`src/rtl/ysyx_24110006_trap.sv`:
```
// Trap sequencer: on ECALL/MRET, steps through the machine-mode CSR updates
// (mepc, mcause, mstatus), reads the target CSR and hands a redirect PC to fetch.
module ysyx_24110006_trap #(
  parameter logic [31:0] TGT_MASK = 32'hFFFF_FFFC
) (
  input  logic        i_clock,
  input  logic        i_reset,
  input  logic        i_exc_valid,
  input  logic        i_exc_ecall,
  input  logic        i_exc_mret,
  input  logic [31:0] i_pc,
  input  logic [31:0] i_mcause,
  output logic        o_exc_ready,
  output logic        o_csr_wen,
  output logic [11:0] o_csr_addr,
  output logic [31:0] o_csr_wdata,
  input  logic [31:0] i_csr_rdata,
  output logic        o_redirect_valid,
  output logic [31:0] o_redirect_pc,
  input  logic        i_redirect_ready,
  output logic        o_busy
);

  localparam int unsigned XLEN   = 32;
  localparam int unsigned CSR_AW = 12;

  localparam logic [CSR_AW-1:0] CSR_MSTATUS = 12'h300;
  localparam logic [CSR_AW-1:0] CSR_MTVEC   = 12'h305;
  localparam logic [CSR_AW-1:0] CSR_MEPC    = 12'h341;
  localparam logic [CSR_AW-1:0] CSR_MCAUSE  = 12'h342;

  typedef enum logic [2:0] {
    IDLE    = 3'd0,
    W_EPC   = 3'd1,
    W_CAUSE = 3'd2,
    W_STAT  = 3'd3,
    R_TGT   = 3'd4,
    REDIR   = 3'd5
  } state_e;

  state_e            state_q, state_d;
  logic [XLEN-1:0]   pc_q, pc_d;
  logic [XLEN-1:0]   cause_q, cause_d;
  logic [XLEN-1:0]   tgt_q, tgt_d;
  logic              ecall_q, ecall_d;
  logic              accept_c;
  logic [XLEN-1:0]   mstatus_new_c;

  // Requests with neither kind set are not traps and are left pending in IDLE.
  assign accept_c = (state_q == IDLE) && i_exc_valid && (i_exc_ecall || i_exc_mret);

  always_ff @(posedge i_clock) begin
    if (i_reset) begin
      state_q <= IDLE;
      pc_q    <= '0;
      cause_q <= '0;
      tgt_q   <= '0;
      ecall_q <= 1'b0;
    end else begin
      state_q <= state_d;
      pc_q    <= pc_d;
      cause_q <= cause_d;
      tgt_q   <= tgt_d;
      ecall_q <= ecall_d;
    end
  end

  always_comb begin
    state_d = state_q;
    pc_d    = pc_q;
    cause_d = cause_q;
    tgt_d   = tgt_q;
    ecall_d = ecall_q;
    case (state_q)
      IDLE: begin
        if (accept_c) begin
          pc_d    = i_pc;
          cause_d = i_mcause;
          ecall_d = i_exc_ecall;
          state_d = i_exc_ecall ? W_EPC : W_STAT;
        end
      end
      W_EPC:   state_d = W_CAUSE;
      W_CAUSE: state_d = W_STAT;
      W_STAT:  state_d = R_TGT;
      R_TGT: begin
        tgt_d   = i_csr_rdata & TGT_MASK;
        state_d = REDIR;
      end
      REDIR: begin
        if (i_redirect_ready) state_d = IDLE;
      end
      default: state_d = IDLE;
    endcase
  end

  // mstatus read-modify-write: ECALL stacks MIE into MPIE, MRET restores it.
  always_comb begin
    mstatus_new_c = i_csr_rdata;
    if (ecall_q) begin
      mstatus_new_c[7] = i_csr_rdata[3];
      mstatus_new_c[3] = 1'b0;
    end else begin
      mstatus_new_c[3] = i_csr_rdata[7];
      mstatus_new_c[7] = 1'b1;
    end
    mstatus_new_c[12:11] = 2'b11;
  end

  // Write strobe is suppressed while reset is held so an aborted trap writes nothing more.
  always_comb begin
    o_exc_ready      = 1'b0;
    o_csr_wen        = 1'b0;
    o_csr_addr       = '0;
    o_csr_wdata      = '0;
    o_redirect_valid = 1'b0;
    o_redirect_pc    = '0;
    o_busy           = (state_q != IDLE);
    case (state_q)
      IDLE: o_exc_ready = 1'b1;
      W_EPC: begin
        o_csr_wen   = ~i_reset;
        o_csr_addr  = CSR_MEPC;
        o_csr_wdata = pc_q;
      end
      W_CAUSE: begin
        o_csr_wen   = ~i_reset;
        o_csr_addr  = CSR_MCAUSE;
        o_csr_wdata = cause_q;
      end
      W_STAT: begin
        o_csr_wen   = ~i_reset;
        o_csr_addr  = CSR_MSTATUS;
        o_csr_wdata = mstatus_new_c;
      end
      R_TGT: o_csr_addr = ecall_q ? CSR_MTVEC : CSR_MEPC;
      REDIR: begin
        o_redirect_valid = 1'b1;
        o_redirect_pc    = tgt_q;
      end
      default: ;
    endcase
  end

endmodule

```
`config.mk`:
```
export PLATFORM = sky130hd
export DESIGN_NAME = ysyx_24110006_trap
export DESIGN_NICKNAME = d
export VERILOG_FILES = /design/src/rtl/ysyx_24110006_trap.sv
export SDC_FILE = /design/constraint.sdc
export NUM_CORES = 1
export LEC_CHECK = 0
export ABC_AREA = 1
export BUFFER_PORTS_ARGS = -buffer_cell sky130_fd_sc_hd__buf_2
export CORE_ASPECT_RATIO = 0.9
export CORE_UTILIZATION = 46
export DETAILED_ROUTE_END_ITERATION = 7
export PLACE_DENSITY = 0.75
export SYNTH_ARGS = -nofsm -noshare
export SYNTH_HDL_FRONTEND = slang
export SYNTH_SLANG_ARGS = --single-unit
```
`constraint.sdc`:
```
create_clock -name i_clock -period 1.7 [get_ports i_clock]
set_input_delay 0.17 -clock i_clock [delete_from_list [all_inputs] [get_ports i_clock]]
set_output_delay 0.17 -clock i_clock [all_outputs]
set_load 0.05 [all_outputs]
```
Yosys cells after proc, flatten, opt, wreduce, memory -nomap -nowiden --
Cells that the tools add are included.
Word-level totals: register bits after elaboration 98, bits in latches 0, RAM bits 0, bits in read-only memories 0, bits of input ports 102, output and inout port bits 80, logic and storage cells 34, memories kept 0
Cells by class: add/subtract/negate cells 0, $mul 0, divide/modulo/power cells 0, magnitude comparators 0, equal/unequal tests 7, shifts and indexed selects 0, multiplexer cells 13, bitwise gates (word level) 1, reductions and logical operators 8
Operators by type and width (count):
- 32-bit one-hot mux with 3 select lines | 1
- 10-bit one-hot mux with 4 select lines | 1
- 32-bit 2-to-1 mux | 1
- 3-bit one-hot mux with 6 select lines | 1
- 7-bit 2-to-1 mux | 1
- 3-bit by 2-bit == test with 1-bit output (second input constant) | 2
- 3-bit == test (second input constant) | 2
- 3-bit 2-to-1 mux | 2
- 1-bit 2-to-1 mux | 5
- 2-bit inequality test (second input constant) | 2
- 2-bit AND reduction | 2
- 3-bit by 1-bit == test with 1-bit output (second input constant) | 1
- 3-bit logical NOT | 1
- 3-bit nonzero test | 1
- 3-bit OR reduction | 1
- 1-bit logical AND | 2
- 2-bit 2-to-1 mux | 1
- 1-bit logical OR | 1
- 1-bit NOT | 1

Longest topological paths before layout --
Gate-level depths: netlist of run 1.
depth after elaboration 5, gate-level depth with buffers 9, mapped depth without buffers 7

Least setup slack after synthesis of run 1 --
OpenSTA, ideal clock, no wires.
path kind register -> output, start point register state_q[0], end point output o_csr_addr[6], arrival 1995 ps, setup slack -465 ps, stages on the path, launching flop included 7, buffers on the path 3, cell sequence dfxtp_1 -> buf_6 -> nor2_4 -> nand2_1 -> buf_2 -> buf_2 -> o21ai_0
Between the ends: longest elaborated chain between the ends 2, elaborated cells on any way between the ends 5, classes of those cells 4 x eq/ne; 1 x mux
Ends and longest elaborated chain:
- from (decl) | line 41 | state_e state_q, state_d;
- from (signal assigned) | line 60 | state_q <= state_d;
- 3-bit == test (tied with other cells) | line 119 | case (state_q)
- 10-bit one-hot mux with 4 select lines (*) | line 119
- to (decl) | line 15 | output logic [11:0] o_csr_addr,
Mark *: on every way between the ends. The rest lies on a longest branch, timed or not.

Worst setup path in the final report of run 1 --
start point register state_q[0], end point output o_csr_wdata[14]
Between the ends: longest elaborated chain between the ends 2, elaborated cells on any way between the ends 4, classes of those cells 3 x eq/ne; 1 x mux
Ends and longest elaborated chain:
- 3-bit by 2-bit == test with 1-bit output / 3-bit by 1-bit == test with 1-bit output (equally long branches) | line 119
- 32-bit one-hot mux with 3 select lines (*) | line 119
- to (decl) | line 16 | output logic [31:0] o_csr_wdata,
Marks and branches as above.

==> results.md, run 1 <==
- Pwr Density: about 1100 nW/um^2
- Number of hold violations in the final report: 0
- Count of state elements after synthesis: 98
- Total wire length after detailed routing: 14,300 um
- Crit path launch type: flop
- Nets: a little over 1k
- Failing checks: negative setup slack
- Buffers added on ports: between 150 and 200
- Category of the worst setup path capture point: primary output
- Clk sinks: just under 100
- Leakage power summed over all cells: around 3.9 nW
- Post-Syn Area per Cell: between 6 and 7 um^2
- Final worst path period share: 108%
- Area added between synthesis and finish: 54.4%
- Count of flip-flops with a built-in enable after synthesis: 0
- Placeable core region: slightly below 10,000 um^2
- Unrepaired setup endpoints after global routing: yes
- Register clock-pin slew on the reported worst setup and hold paths: 0.06 ns
- Share of power burned in registers: 35.1%
- Initial standard-cell utilization of the core: about half
- Async S/R FF share, synth: 0%
- Horizontal die dimension: about 110 um
- Switching Share: between 30% and 40%
- Non-filler instance count after layout: between 1k and 1.5k
- Count of inserted antenna diode cells: 0
- Std cell rows: 34
- Most common library cells after synthesis: sky130_fd_sc_hd__nand2_1, sky130_fd_sc_hd__nor2_1, sky130_fd_sc_hd__inv_1
- Fraction of final layout cells sized beyond drive strength 1: 34.2%
- Instance count on the critical path: 7
- Placed cells: between 1k and 1.5k
- Die area: between 10,000 and 15,000 um^2
- Share of synthesized area occupied by flip-flops and latches: 41.5%
- Critical path's slowest cell: sky130_fd_sc_hd__dfxtp_4
- Routed len/inst: ~13 um
- Maximum capacitance violations: 0
- Ports placed on the boundary: roughly 180
- P_sw: between 0.002 and 0.003 W
- Half-perimeter wire length after detailed placement: about 8800 um
- Worst Path Buf+Inv: 4
- Cell variety after synth: 21
- Number of vias after detailed routing: 5,003
- Final Critical Period: roughly 1.8 ns
- CTS H-tree depth: 3
- Final number of setup-violating endpoints: 36
- Via count of the first global-routing pass: 4,401
- First-pass GRT wire length: between 20,000 and 25,000 um
- Worst Hold Margin: ~0.086 ns
- Clock share of power: a little over a quarter
- Class of the most critical hold timing path: input pin to flop
- Via-to-Cell Ratio: about 4.7
- Synthesized area: between 4000 and 5000 um^2
- Internal Pwr Total: between 0.004 and 0.005 W
- Cells traversed along the worst timing path: buf_6, nor3_4, buf_12, buf_16, nand2_4, nand3_4, buf_8
- Congestion Overflow GR: 0
- Clock insertion delay at the later pin of the skew report: around 0.33 ns
- Number of design-rule violations left by the first detailed-router iteration: 350
- CTS Buffer Depth: 2
- Most used flip-flop cell after synthesis: sky130_fd_sc_hd__dfxtp_1
- All-layer global routing usage: around 25%
- Cells taking the most area after synthesis: sky130_fd_sc_hd__dfxtp_1, sky130_fd_sc_hd__nand2_1, sky130_fd_sc_hd__nor2_1
- Top-area cell type share of the netlist area: about two fifths
- Largest net degree at the start of global routing: 70
- Antenna violations before repair: 0
- Placed inst area: 5750 um^2
- Hold buffers post-CTS: 0
- Max incr delay on CP: about 0.37 ns
- Arrival time at the worst endpoint: 1.67 ns
- Cell count after synthesis: 766
- Drc violations: 0
- Number of CTS-inserted buffers: 9
- Data required, critical path: 1.53 ns
- Final Instance Area: around 7300 um^2
- Pre-Repair DR Iteration Count: 4
- Clock Root Buffer: sky130_fd_sc_hd__clkbuf_16
- Die height: between 90 and 100 um
- CTS tree: done
- Library cell with the highest instance count after synthesis: sky130_fd_sc_hd__nand2_1
- Achievable clock frequency: 0.544 GHz
- Worst-path maximum fanout: 8
- Total number of yosys warnings: 0
- Cell depth of the worst hold path: 2
- Final Max Slew Viols: 0
- Routability congestion estimate: roughly 0.85
- Post-synthesis cell type with the largest combined area: sky130_fd_sc_hd__dfxtp_1
- Power share of the combinational group: a little under two fifths
- Family of cells with the greatest summed delay on the critical path: buffers and inverters
- Worst reg2reg path depth: 7
- Worst vdd ir: approximately 0.55 mV
- Worst path setup slack after routing: -0.140 ns
- Run status: finished with violations
- Post-route ant nets: 0
- Worst Setup Path Type: flop to primary output
- Clock Skews: about 0.0044 ns
-- state kept, by name, summed over array words and instances, names as in the netlist --
register  flops
pc_q         32
cause_q      32
state_q       3
tgt_q        30
ecall_q       1
-- power groups by stage --
stage | Sequential, W | Clock (W) | Combinational [W]
3_3_place_gp | 0.00274 | 0 | 0.00215
3_5_place_dp | 0.00275 | 0 | 0.00216
2_1_floorplan | 0.00271 | 0 | 0.00165
6_report | 0.00274 | 0.00211 | 0.00297
4_1_cts | 0.00273 | 0.00213 | 0.00275
5_1_grt | 0.00277 | 0.00223 | 0.00316
-- stage by stage --
step                      util [%]  power (W)  setup WS [ns]  TNS (ns)
after global placement        58.5    0.00489          0.159         0
after floorplan                  -    0.00436        -0.0826    -0.142
final                         74.3    0.00782         -0.140     -3.93
after CTS                     70.2    0.00761         -0.122     -3.43
after global routing          74.3    0.00816         -0.192     -7.06
after detailed placement      58.5    0.00491          0.135         0
-- path summary, 6_finish.rpt --
check	slack, ns	to	from
setup / recovery	-0.14	o_csr_wdata[14]	state_q[0]
hold reg to reg	0.45	tgt_q[19]	tgt_q[19]
setup reg to reg	0.08	cause_q[17]	state_q[0]
hold / removal	0.09	state_q[2]	i_reset
-- cells by family after synthesis --
group                  count (synthesis)  share of synthesized area [%]
and+or+nand+nor                      441                           36.4
buffers and inverters                158                           14.8
DFF                                   98                           41.5
AOI/OAI and AO/OA                     68                           7.22
other                                  1                         0.0793
-- area by class of cell --
class / count / area [um^2]
Inverter: 104 / 394
Multi-Input combinational cell: 517 / 2620
Clock inverter: 5 / 61.3
Sequential cell: 98 / 1970
Tap cell: 126 / 158
Fill cell: 791 / 2520
Timing Repair Buffer: 201 / 1850
Clock buffer: 11 / 253
-- per-layer routing --
layer,wire length [um],GRT usage (%),vias to the layer above,part of all wire [%]
met2,6530,40.1,172,46
li1,-,-,2593,-
met1,6460,34.3,2211,45
met3,913,5.07,27,6.4
met4,347,8.00,0,2.4
met5,0,0,-,0
-- timing repair --
action	CTS	global route
gates cloned	4	2
setup endpoints to repair	67	68
hold endpoints to repair	0	0
pin swaps	4	5
resized for setup	192	104
buffers inserted	5	1
-- cell usage in the layout (no fill, tap or decap), types with 3 or more instances in the layout --
cell                          n
sky130_fd_sc_hd__nand3_2     21
sky130_fd_sc_hd__nand3_4     12
sky130_fd_sc_hd__o21ai_0     33
sky130_fd_sc_hd__buf_8       29
sky130_fd_sc_hd__buf_12       9
sky130_fd_sc_hd__buf_2      103
sky130_fd_sc_hd__inv_2        3
sky130_fd_sc_hd__nand2_1    197
sky130_fd_sc_hd__nor2_4       5
sky130_fd_sc_hd__nor2_1     143
sky130_fd_sc_hd__buf_6       41
sky130_fd_sc_hd__nor2_2      22
sky130_fd_sc_hd__dfxtp_1     95
sky130_fd_sc_hd__buf_16       4
sky130_fd_sc_hd__buf_4       12
sky130_fd_sc_hd__clkbuf_16   11
sky130_fd_sc_hd__nand3_1      4
sky130_fd_sc_hd__nand2_4     18
sky130_fd_sc_hd__a21oi_1     32
sky130_fd_sc_hd__inv_1      100
sky130_fd_sc_hd__nand2_2     16
sky130_fd_sc_hd__conb_1       8
sky130_fd_sc_hd__dfxtp_4      3
(Power assumes the default switching activity.)
==> run 2, diff against run 1 <==
Clock period 1.7 ns to 2.3 ns, I/O delays scaled along.
==> run 2 against run 1 <==
Effect of this change:
- the flow now finishes without violations
- hold slack improved by 0.047 ns
- wire length fell by 16%
- first-iteration DRC count grew 11%
- via count is 6.5% lower
- cell area is 19% lower
- critical endpoint is now o_csr_wdata[12]
- setup slack better by 0.27 ns
- global-route usage shrank 2.9 points
- largest power group is now registers
- total power is 34% lower
- non-clock buffer count shrank 18
- cell count fell by 1.7%
- largest cell class unchanged
- die area unchanged
==> results.md, run 2 (synthesis results as in run 1) <==
- Run status: finished clean
- Arrival time at the worst endpoint: about 1.9 ns
- Clock insertion delay at the later pin of the skew report: 0.34 ns
- Worst reg2reg path depth: 7
- Rel. slew slack: a little under 60%
- Data required, critical path: 2.07 ns
- Clk sinks: 98
- Final Critical Period: about 2.2 ns
- Leakage power summed over all cells: between 3 and 4 nW
- Placeable core region: approximately 9800 um^2
- Cell depth of the worst hold path: 2
- Number of buffers inserted by post-CTS setup repair: 0
- Routability congestion estimate: about 0.96
- Critical path's slowest cell: sky130_fd_sc_hd__dfxtp_1
- Final Max Slew Viols: 0
- Final worst path period share: a little over nine tenths
- Family of cells with the greatest summed delay on the critical path: buffers and inverters
- Filler Cell Count: 1,021
- Register clock-pin slew on the reported worst setup and hold paths: around 0.060 ns
- Worst Setup Path Type: flop to primary output
- Category of the worst setup path capture point: primary output
- Antenna violations before repair: 0
- Placed inst area: approximately 5600 um^2
- Unrepaired setup endpoints after global routing: no
- Commonest non-fill, non-tap cell in the layout: sky130_fd_sc_hd__nand2_1
- Die height: between 90 and 100 um
- Final Instance Area: 5940 um^2
- Worst-margin pin slew: ~0.63 ns
- Registers with the most flip-flops: cause_q x32, pc_q x32, tgt_q x30
- Post-route ant nets: 0
- Total wire length after detailed routing: around 12,000 um
- Fraction of final layout cells sized beyond drive strength 1: ~23%
- CTS Buffer Depth: 2
- Hold buffers post-CTS: 0
- Achievable clock frequency: roughly 0.46 GHz
- Via count of the first global-routing pass: just under 4k
- Non-filler instance count after layout: ~1.0k
- Via-to-Cell Ratio: roughly 4.5
- Horizontal die dimension: ~110 um
- Highest-count cells in the layout ignoring fill and taps: sky130_fd_sc_hd__nand2_1, sky130_fd_sc_hd__buf_2, sky130_fd_sc_hd__nor2_1
- Final number of setup-violating endpoints: 0
- Worst vdd ir: between 0.4 and 0.5 mV
- Pwr Density: between 800 and 900 nW/um^2
- Routed len/inst: 11.4 um
- Ports placed on the boundary: 182
- First-pass GRT wire length: approximately 19,000 um
- Largest net degree at the start of global routing: between 80 and 90
- Number of vias after detailed routing: around 4.7k
- Maximum capacitance violations: 0
- Worst-path maximum fanout: 20
- Std cell rows: 34
- Half-perimeter wire length after detailed placement: 8570 um
- Area added between synthesis and finish: 25.5%
- CTS tree: done
- Max incr delay on CP: approximately 0.52 ns
- Cells traversed along the worst timing path: nand2_1, nor2_2, buf_4, inv_1, nand3_1, buf_2
- Congestion Overflow GR: 0
- Number of CTS-inserted buffers: 9
- Number of hold violations in the final report: 0
- Final Core Density: a little over 60%
- Class of the most critical hold timing path: input pin to flop
- CTS H-tree depth: 3
- Number of design-rule violations left by the first detailed-router iteration: approximately 390
- Nets: between 1k and 1.5k
- Pre-Repair DR Iteration Count: 5
- Fin Setup TNS: 0 ns
- Count of inserted antenna diode cells: 0
- Die area: about 11,000 um^2
- Number of gates resized after CTS: 0
- Buffers added on ports: 173
- Crit path launch type: flop
- All-layer global routing usage: between 20% and 30%
- Placed cells: between 1k and 1.5k
- Worst Path Buf+Inv: 3
- Clock Skews: 0.00675 ns
- Initial standard-cell utilization of the core: 48.1%
- Drc violations: 0
- Clock Root Buffer: sky130_fd_sc_hd__clkbuf_16
- Instance count on the critical path: 6
## run 2: final timing paths
path                            slack, ns  startpoint               to
worst max-delay path                 0.13  state_q[0]  o_csr_wdata[12]
worst max register to register       0.64  state_q[0]       cause_q[4]
worst min register to register       0.45   tgt_q[18]        tgt_q[18]
worst min-delay path                 0.13     i_reset       state_q[1]
## run 2: final cells by class
type	instances	area (um^2)	share of cell area [%]
multi-input combinational	517	2110	35.6
sequential	98	1960	33.0
timing repair buffer	183	991	16.7
inverter	104	390	6.57
clock buffer	10	239	4.02
tap	126	158	2.65
clock inverter	6	87.6	1.47
## run 2: layer usage
metal	track usage, %	wire, um
met1	32.5	5800
met2	33.2	5100
met3	4.87	901
met4	6.03	113
met5	0	0
## run 2: stage by stage
step	worst slack, ns	hold WS [ns]	power, W
final	0.133	0.133	0.00516
after global routing	0.0157	0.137	0.00542
after CTS	0.117	0.122	0.00519
after detailed placement	0.484	0.445	0.00357
after global placement	0.509	0.441	0.00356
after floorplan	0.0755	0.299	0.00321
## run 2: report_power, final
part / switching, W / internal, W / total (W) / leakage [nW]
combinational: 0.00110 / 0.000429 / 0.00153 / 2.19
clock: 0.000648 / 0.000987 / 0.00164 / 0.163
sequential: 0.000101 / 0.00190 / 0.00200 / 0.803
## run 2: worst reg2reg max path, delay by kind of cell (launching register included)
kind,cells,cell delay [ns]
simple gates,6,0.77
buf+inv,1,0.40
flops,1,0.40
